### src/rtl/v850_pkg.sv
// V850 fetch-align shared types: instruction length encoding and
// the opcode patterns that select 32/48-bit formats.
package v850_pkg;

  typedef logic [1:0] ilen_t;

  localparam ilen_t ILEN16 = 2'd1;
  localparam ilen_t ILEN32 = 2'd2;
  localparam ilen_t ILEN48 = 2'd3;

  localparam logic [10:0] JARL32_OP  = 11'b00000010111;
  localparam logic [10:0] JMP32_OP   = 11'b00000110111;
  localparam logic [10:0] MOV32_OP   = 11'b00000110001;
  localparam logic [9:0]  DISPOSE_OP = 10'b0000011001;

  function automatic ilen_t v850_ilen(input logic [15:0] h);
    ilen_t r;
    if (h[15:5] == JARL32_OP ||
        h[15:5] == JMP32_OP ||
        h[15:5] == MOV32_OP)
      r = ILEN48;
    else if (h[10:5] >= 6'b110000 ||
             h[15:6] == DISPOSE_OP)
      r = ILEN32;
    else
      r = ILEN16;
    return r;
  endfunction

endpackage

### src/rtl/v850_ilen_decode.sv
// Combinational instruction-length decode of a first halfword.
module v850_ilen_decode
  import v850_pkg::*;
(
  input  logic [15:0] hw_i,
  output ilen_t       len_o
);

  assign len_o = v850_ilen(hw_i);

endmodule

### src/rtl/v850_fetch_align.sv
// Fetch-align halfword queue: accepts fetch beats and presents one
// complete left-aligned instruction with its PC per handshake.
module v850_fetch_align
  import v850_pkg::*;
#(
  parameter int IN_HW = 2,
  parameter int DEPTH = 8
) (
  input  logic                  clk,
  input  logic                  rst_n,
  input  logic                  flush,
  input  logic [31:0]           flush_pc,
  input  logic                  in_valid,
  output logic                  in_ready,
  input  logic [16*IN_HW-1:0]   in_data,
  output logic                  out_valid,
  input  logic                  out_ready,
  output logic [47:0]           out_instr,
  output logic [1:0]            out_len,
  output logic [31:0]           out_pc
);

  localparam int PW = $clog2(DEPTH);
  localparam int CW = PW + 1;

  logic [15:0]   mem_q [DEPTH];
  logic [PW-1:0] rd_q, rd_d, wr_q, wr_d;
  logic [CW-1:0] cnt_q, cnt_d;
  logic [31:0]   pc_q, pc_d;
  logic          skip_q, skip_d;

  logic [15:0]   hd0, hd1, hd2;
  ilen_t         len;
  logic          push, pop;
  logic [CW-1:0] n_push, n_pop;

  // Empty queue shows a zero head so stale storage never leaks out
  assign hd0 = (cnt_q == '0) ? 16'h0 : mem_q[rd_q];
  assign hd1 = mem_q[rd_q + PW'(1)];
  assign hd2 = mem_q[rd_q + PW'(2)];

  v850_ilen_decode u_dec (
    .hw_i  (hd0),
    .len_o (len)
  );

  assign out_valid = (cnt_q != '0) && (cnt_q >= CW'(len));
  assign out_len   = len;
  assign out_pc    = pc_q;
  assign out_instr = {(len == ILEN48) ? hd2 : 16'h0,
                      (len != ILEN16) ? hd1 : 16'h0,
                      hd0};

  assign in_ready = (CW'(DEPTH) - cnt_q) >= CW'(IN_HW);

  assign push   = in_valid && in_ready && !flush;
  assign pop    = out_valid && out_ready && !flush;
  assign n_push = push ? CW'(IN_HW) - CW'(skip_q) : '0;
  assign n_pop  = pop ? CW'(len) : '0;

  always_comb begin
    rd_d   = rd_q;
    wr_d   = wr_q;
    cnt_d  = cnt_q;
    pc_d   = pc_q;
    skip_d = skip_q;
    if (flush) begin
      rd_d   = '0;
      wr_d   = '0;
      cnt_d  = '0;
      pc_d   = flush_pc & ~32'h1;
      skip_d = (IN_HW == 2) && flush_pc[1];
    end else begin
      rd_d  = rd_q + PW'(n_pop);
      wr_d  = wr_q + PW'(n_push);
      cnt_d = cnt_q + n_push - n_pop;
      if (pop) pc_d = pc_q + (32'(len) << 1);
      if (push) skip_d = 1'b0;
    end
  end

  always_ff @(posedge clk) begin
    if (!rst_n) begin
      rd_q   <= '0;
      wr_q   <= '0;
      cnt_q  <= '0;
      pc_q   <= '0;
      skip_q <= 1'b0;
    end else begin
      rd_q   <= rd_d;
      wr_q   <= wr_d;
      cnt_q  <= cnt_d;
      pc_q   <= pc_d;
      skip_q <= skip_d;
    end
  end

  // A skipped beat drops halfword 0 and packs the rest at wr_q
  always_ff @(posedge clk) begin
    if (rst_n && push) begin
      for (int i = 0; i < IN_HW; i++) begin
        if (!(skip_q && i == 0))
          mem_q[wr_q + PW'(i) - PW'(skip_q)] <= in_data[16*i +: 16];
      end
    end
  end

endmodule

### config.mk
export PLATFORM = sky130hd
export DESIGN_NAME = v850_fetch_align
export DESIGN_NICKNAME = d
export VERILOG_FILES = /design/src/rtl/v850_pkg.sv /design/src/rtl/v850_ilen_decode.sv /design/src/rtl/v850_fetch_align.sv
export SDC_FILE = /design/constraint.sdc
export NUM_CORES = 1
export LEC_CHECK = 0
export CAP_MARGIN = 20
export CORE_MARGIN = 1
export CORE_UTILIZATION = 50
export DETAILED_ROUTE_END_ITERATION = 12
export DONT_BUFFER_PORTS = 1
export SYNTH_ARGS = -nofsm -noshare
export SYNTH_HDL_FRONTEND = slang
export SYNTH_SLANG_ARGS = --single-unit
### constraint.sdc
create_clock -name clk -period 6.9 [get_ports clk]
set_input_delay 2.07 -clock clk [delete_from_list [all_inputs] [get_ports clk]]
set_output_delay 2.07 -clock clk [all_outputs]
set_load 0.05 [all_outputs]
=== Yosys cells after proc, flatten, opt, wreduce, memory -nomap -nowiden ===
Memory sizes are Yosys's and may differ from the RTL's. A register that Yosys moved wholly into a read port is not among the register bits.
Index checks and enable logic that the tools add are counted.

* $add $sub $neg: 12
* $lt $le $gt $ge: 3
* Equality and inequality tests: 6
* Muxes and demuxes: 17
* Bitwise gates (word level): 1
* Reduce and logical (&&, ||, !) cells: 15

{| class="wikitable"
|+ Operator list
! kind !! count
|-
| $mux W32 || 2
|-
| $mux W16 || 3
|-
| $add A32 B3 Y32 || 1
|-
| $eq A11 B6 Y1 const B || 2
|-
| $eq A11 B5 Y1 const B || 1
|-
| $eq A10 B5 Y1 const B || 1
|-
| $mux W1 || 7
|-
| $add A3 B1 Y3 const B || 2
|-
| $ge A6 B6 Y1 const B || 1
|-
| $logic_and A1 B1 Y1 || 6
|-
| $mux W2 || 3
|-
| $sub A3 B1 Y3 || 2
|-
| $add A4 B4 Y4 || 1
|-
| $ge A4 B2 Y1 || 1
|-
| $ge A4 B2 Y1 const B || 1
|-
| $logic_not A4 Y1 || 1
|-
| $mux W4 || 1
|-
| $reduce_bool A2 Y1 || 2
|-
| $reduce_bool A4 Y1 || 1
|-
| $sub A4 B2 Y4 || 1
|-
| $sub A4 B4 Y4 const A || 1
|-
| $add A3 B2 Y3 || 1
|-
| $add A3 B2 Y3 const B || 1
|-
| $add A3 B3 Y3 || 1
|-
| 8 further kinds || 10
|}

* Flip-flop bits (word level): 43
* Memory bits (writable): 128
* Bits of input ports: 69
* Output and inout bits: 84
* Memories: 1

{| class="wikitable"
|+ Memories
! name !! depth !! bits a word !! rd ports !! clocked after Yosys merged registers in !! wr ports !! line !! text
|-
| mem_q || 8 || 16 || 3 || 1 || 2 || v850_fetch_align.sv:26 || <nowiki>logic [15:0] mem_q [DEPTH];</nowiki>
|}

=== Depth between registers and ports, before layout ===
Gate-level depths: netlist of run 1.

* Word-level depth: 13
* Mapped depth: 24

=== Cells and area by module ===
From an unflattened synthesis of run 1, not the netlist that was laid out.

* Cells, all modules: 859
* Area total of the unflattened synthesis: 11380.9 um^2

{| class="wikitable"
|+ By module, submodules not included
! module !! instances !! cells each !! area an instance (um^2)
|-
| v850_fetch_align || 1 || 852 || 11327.1
|-
| v850_ilen_decode || 1 || 7 || 53.8
|}

=== Worst setup path before layout of run 1 ===
No wires, ideal clock.

* Path type: flip-flop to output port
* Start point: register, netlist name rd_q[1]
* End point: output out_valid
* Data arrival time: 3.866 ns
* Data required time: 4.830 ns
* Slack: 0.964 ns
* Stages on the path, launching flop included: 14
* Path buffers: 4
* Path through: dfxtp_1 buf_2 buf_2 mux4_2 mux2i_1 nor2_1 o21a_4 inv_4 buf_8 ha_1 a21oi_1 o21a_1 inv_1 buf_1

{| class="wikitable"
|+ RTL lines
! element !! line !! text
|-
| to (decl) || v850_fetch_align.sv:16 || <nowiki>output logic out_valid,</nowiki>
|}

==> flow_metrics.tcl, run 1 <==
set metrics [dict create \
    status "finished, final reports clean" \
    start_util_pct 50.9 \
    hpwl_um 20000 \
    fin_nets 950 \
    fmax_mhz 151 \
    fin_crit_sh_pct 95.8 \
    cp-end-kind "output pin" \
    design.die.area_um2 22800 \
    worst_pin_slew_ns 0.958 \
    setup_viol 0 \
    synth_area_per_cell_um2 13.2 \
    syn2layout_area_growth_pct 9.67 \
    netlist-cell-type-count 51 \
    cap_violations 0 \
    wl_per_cell_um 25.5 \
    crit_path_max_incr_delay_ns 0.61 \
    rsz0062_at_grt "no" \
    diodes 0 \
    skew_ns 0.00869 \
    path_delay_family "compound AO/OA/AOI/OAI gates" \
    slew_headroom_pct 35.9 \
    min_period_ns 6.61 \
    drt_iter0_drc 497 \
    layout-drive-gt1-share_pct 37.4 \
    required_ns 4.83 \
    synth-seq-cells 170 \
    io_buffers 0 \
    vdd_ir_drop_max_mv 0.166 \
    cp.depth 11 \
    yosysTopAreaCell "edfxtp_1" \
    ios 153 \
    cts_max_path_buffers 2 \
    vias 7334 \
    cts-root-buf "clkbuf_16" \
    cp.arrival_ns 4.54 \
    grt_start_max_net_pins 60 \
    postCtsSetupBuffers 0 \
    yosysTopAreaCellShare_pct 34.7 \
    yosysSeqAreaShare_pct 42.3 \
    grt_usage_pct 26.4 \
    dieHeight_um 151 \
    clk_latency_ns 0.43 \
    vias_per_cell 6.37 \
    grt_overflow_total 0 \
    routed_wl_um 29300 \
    grt_pass1_wl_um 43600 \
    htreeDepth 4 \
    clock_sinks 170 \
    cts_tree "yes" \
    crit_slowest_cell "dfxtp_4" \
    hold_viol_final 0 \
    yosysMostFrequentCell "mux2_2" \
    synth_edf_count 128 \
    cts-buffers-inserted 17 \
    slew_viol_final 0 \
    timing.critical_path.buf_inv 3 \
    drc 0 \
    start_kind "flip-flop" \
    ys_top_cells_by_count "129 x mux2_2, 128 x edfxtp_1, 79 x mux4_2" \
    reg2reg_depth 20 \
    highest_layer "met4" \
    wl_met3_um 2080 \
    reg2reg_to "cnt_q[3]" \
    async_flop_share_pct 0 \
    wl_met2_um 15300 \
    ys.flop_type "edfxtp_1" \
    syn_inst 840 \
    die_x_um 151 \
    path_cells "buf_4, mux4_1, mux2i_1, nand3_1, a2111oi_4, o21a_4, inv_4, ha_1, a21oi_1, o21a_2, clkinvlp_4" \
    endpoint "out_valid" \
    p_total_w 0.00273 \
    ys_warn_count 0 \
    cts_hold_buf 0 \
    num_rows 54 \
    dr.pass1.iters 5 \
    cts_resized 0 \
    place_congestion 0.839 \
    power_density_nw_per_um2 224 \
    mappedNetlistNets 932 \
    syn_area_um2 11100 \
    synth_area_leaders "edfxtp_1 35%, mux4_2 16%, mux2_2 13%" \
    r2r_slack_ns 0.79 \
    leakage_nw 3.88 \
    r2r-start "rd_q[0]" \
    path_class "flip-flop to output pin" \
    clk_pin_slew_worst_paths_ns 0.06 \
    wl_met1_um 11200 \
    antenna_found_initial 0 \
    grt_pass1_vias 7563 \
    hp-class "flip-flop to flip-flop" \
    antenna_left 0 \
    finalSetupTns_ns 0 \
    cp_max_fo 23 \
    core_area_um2 21800 \
    crit_start "rd_q[0]" \
]
area by class of cell:
class	instances	area [um2]
multi-input cells	592	6020
repair buffers	56	449
clock buffers	18	429
inverters	21	85.1
flip-flops and latches	170	4690
fillers	1768	9610
clock inverters	14	123
well taps	280	350
layer usage:
| layer | global-route usage, % | up-vias |
|---|---|---|
| met3 | 5.69 | 46 |
| met1 | 31.7 | 3663 |
| met2 | 46.5 | 303 |
| li1 | - | 3322 |
| met5 | 0 | - |
| met4 | 9.85 | 0 |
worst register-to-register path, delay by kind of cell (launching register included):
| kind | cells | cell delay (ns) |
|---|---|---|
| compound gates | 6 | 1.60 |
| xor+xnor | 1 | 0.13 |
| fa+ha+maj | 3 | 1.17 |
| buf+inv | 4 | 0.96 |
| flops | 1 | 0.61 |
| mux | 2 | 0.84 |
| simple gates | 4 | 0.66 |
layout by cell type, fill, tap and decap left out, types with 4 or more instances in the layout:
cell / count
clkinv_1: 4
fa_1: 5
nor3_1: 10
nand4_1: 15
o21ai_0: 35
edfxtp_1: 128
mux4_2: 79
xor2_1: 14
clkinv_4: 4
mux4_1: 4
nor2b_1: 4
a31oi_1: 5
mux2i_1: 63
o21ai_2: 4
a21oi_1: 26
ha_1: 17
or3_1: 5
nand2_2: 5
nand2_1: 20
mux2_2: 129
buf_4: 52
nand3_1: 13
nor2_1: 51
clkbuf_16: 17
nor4_1: 11
and3_1: 13
nor2_2: 9
dfxtp_1: 39
xnor2_1: 16
o21bai_2: 4
inv_1: 18
and2_1: 9
state kept, by name, summed over array words and instances, names as in the netlist:
name    flops
out_pc     31
skip_q      1
wr_q        3
cnt_q       4
rd_q        3
mem_q     128
how the worst min path moves through the flow:
stage | depth (start not counted) | slack (ns) | startpoint | to
floorplan | 2 | 0.58 | wr_q[0] | wr_q[0]
finish | 3 | 0.65 | skip_q | skip_q
detailed placement | 2 | 0.63 | wr_q[2] | wr_q[2]
CTS | 2 | 0.65 | wr_q[2] | wr_q[2]
global placement | 2 | 0.61 | wr_q[0] | wr_q[0]
global route | 2 | 0.67 | wr_q[2] | wr_q[2]
logic make-up (layout without fill, tap and decap cells):
logic type	Yosys count	after routing	synth area share [%]
DFF	170	170	42.3
other	1	1	0.0339
and+or+nand+nor	175	175	8.09
adders and majority gates	23	23	2.94
AOI/OAI and AO/OA	87	87	4.66
muxes	275	275	35.8
xor gates and xnor gates	31	31	2.45
buffers and inverters	78	109	3.73
metrics by stage:
stage	cells	hold WS (ns)	worst slack [ns]	utilization [%]	area, um2
after detailed placement	1117	0.629	0.521	53.1	11600
after global placement	1115	0.611	0.640	53.1	11500
after floorplan	840	0.580	0.964	-	11100
after CTS	1149	0.654	0.0573	55.7	12100
after global routing	1151	0.666	0.0325	55.8	12100
final	1151	0.647	0.291	55.8	12100
power breakdown:
part	switching (W)	internal [W]	total (W)
clock network	0.000413	0.000497	0.000910
logic	0.000408	0.000192	0.000601
registers	0.0000798	0.00114	0.00122
total	0.000901	0.00183	0.00273
Power figures use the tool's default switching activity.
==> run 2, diff against run 1 <==
--- a/config.mk
+++ b/config.mk
@@ -5,11 +5,12 @@
 export SDC_FILE = /design/constraint.sdc
 export NUM_CORES = 1
 export LEC_CHECK = 0
-export CAP_MARGIN = 20
+export CAP_MARGIN = 25
 export CORE_MARGIN = 1
 export CORE_UTILIZATION = 50
 export DETAILED_ROUTE_END_ITERATION = 12
 export DONT_BUFFER_PORTS = 1
+export HOLD_SLACK_MARGIN = 0.05
 export SYNTH_ARGS = -nofsm -noshare
 export SYNTH_HDL_FRONTEND = slang
 export SYNTH_SLANG_ARGS = --single-unit
==> flow_metrics.tcl, run 2 (synthesized netlist as in run 1, its figures left out) <==
set metrics [dict create \
    finalSetupTns_ns 0 \
    path_cells "buf_12, buf_4, mux2i_1, mux4_2, nand4_1, a2111oi_4, o21a_4, inv_4, ha_1, a21oi_1, o21a_2, clkinvlp_4" \
    skew_ns 0.0151 \
    drc 0 \
    worst_pin_slew_ns 0.948 \
    start_util_pct 50.9 \
    grt_pass1_vias 7506 \
    dieHeight_um 151 \
    path_delay_family "compound AO/OA/AOI/OAI gates" \
    cp.arrival_ns 4.59 \
    routed_wl_um 29400 \
    wl_per_cell_um 25.6 \
    dp_worst_setup_slack_ns 0.538 \
    clk_pin_slew_worst_paths_ns 0.07 \
    largest_reg_flops 128 \
    placed_cells 1119 \
    timing.critical_path.buf_inv 4 \
    slew_headroom_pct 36.6 \
    final_common_cell "mux2_2" \
    cts_tree "yes" \
    fin_crit_sh_pct 96.6 \
    vias_per_cell 6.44 \
    cp_max_fo 23 \
    grt_overflow_total 0 \
    syn2layout_area_growth_pct 10.2 \
    min-delay-start "wr_q[2]" \
    fmax_mhz 150 \
    cp-end-kind "output pin" \
    cts-buffers-inserted 17 \
    cap_violations 0 \
    dr.pass1.iters 5 \
    cts-root-buf "clkbuf_16" \
    slew_viol_final 0 \
    multi_input_area_um2 6020 \
    vias 7422 \
    wl_met1_um 11400 \
    layout-drive-gt1-share_pct 37.9 \
    wl_met3_um 1910 \
    hpwl_um 20100 \
    die_x_um 151 \
    drt_iter0_drc 624 \
    htreeDepth 4 \
    leakage_nw 3.92 \
    fin_nets 950 \
    antenna_found_initial 0 \
    min_period_ns 6.66 \
    clk_latency_ns 0.44 \
    required_ns 4.83 \
    power_density_nw_per_um2 228 \
    wl_met2_um 15400 \
    seqCellArea_um2 4690 \
    vdd_ir_drop_max_mv 0.147 \
    crit_slowest_cell "dfxtp_4" \
    antenna_left 0 \
    io_buffers 0 \
    setup_viol 0 \
    cts_max_path_buffers 2 \
    crit_path_max_incr_delay_ns 0.61 \
    crit_start "rd_q[0]" \
    r2r-start "rd_q[0]" \
    p_total_w 0.00278 \
    worst_slack_ns 0.235 \
    rsz0062_at_grt "no" \
    start_kind "flip-flop" \
    status "finished, final reports clean" \
    cp.depth 12 \
    core_area_um2 21800 \
    design.die.area_um2 22800 \
    final_cells 1152 \
    num_rows 54 \
    layout_common_cells "129 x mux2_2, 128 x edfxtp_1, 79 x mux4_2" \
    hp-class "flip-flop to flip-flop" \
    whs_path_depth 2 \
    grt_usage_pct 26.5 \
    ios 153 \
    fillers 1761 \
    highest_layer "met4" \
    regMostFlops "mem_q" \
    reg2reg_depth 21 \
    grt_pass1_wl_um 43600 \
    path_class "flip-flop to output pin" \
    place_congestion 0.839 \
    grt_start_max_net_pins 60 \
    clock_sinks 170 \
    hold_viol_final 0 \
]
## run 2: cell count changes in the layout (fill, tap and decap cells not counted), sizes merged
cell	change
diode	+1
clkinvlp	-3
clkinv	-3
inv	+4
clkbuf	+3
bufinv	-1
## run 2: stage by stage
stage / cell area (um2) / hold slack (ns) / utilization [%]
final: 12200 / 0.653 / 56.1
after floorplan: 11100 / 0.580 / -
after detailed placement: 11600 / 0.627 / 53.3
after CTS: 12200 / 0.642 / 56.1
after global placement: 11500 / 0.611 / 53.1
after global routing: 12200 / 0.654 / 56.1
## run 2: per-layer routing
metal | vias to the layer above | track usage, %
met4 | 0 | 10.3
met2 | 277 | 46.8
met1 | 3773 | 31.8
met3 | 46 | 5.03
met5 | - | 0
li1 | 3326 | -
## run 2: worst paths after layout
kind | end | slack [ns]
worst min-delay path | wr_q[2] | 0.65
worst max register to register | cnt_q[3] | 0.76
worst max-delay path | out_valid | 0.24
worst min register to register | wr_q[2] | 0.65
## run 2: worst min-delay path: cells and delay by family, from the launching register on
family | cells | cell delay (ns)
simple gates | 1 | 0.05
xor+xnor | 1 | 0.17
flops | 1 | 0.39
## run 2: what timing repair did
| action | CTS | global route |
|---|---|---|
| buffers inserted | 0 | 0 |
| setup endpoints to repair | 0 | 1 |
| hold buffers | 0 | 0 |
| gates resized for setup | 0 | 2 |
## run 2: area by class of cell
type / count / share of cell area, %
well taps: 280 / 2.87
multi-input cells: 592 / 49.3
flip-flops and latches: 170 / 38.4
inverters: 21 / 0.697
clock buffers: 21 / 4.12
diodes: 1 / 0.0205
clock inverters: 11 / 0.779
repair buffers: 56 / 3.74
## run 2: power by group
part	switching [W]	total (W)	internal, W
clock network	0.000431	0.000966	0.000534
logic	0.000408	0.000601	0.000193
registers	0.0000801	0.00122	0.00114
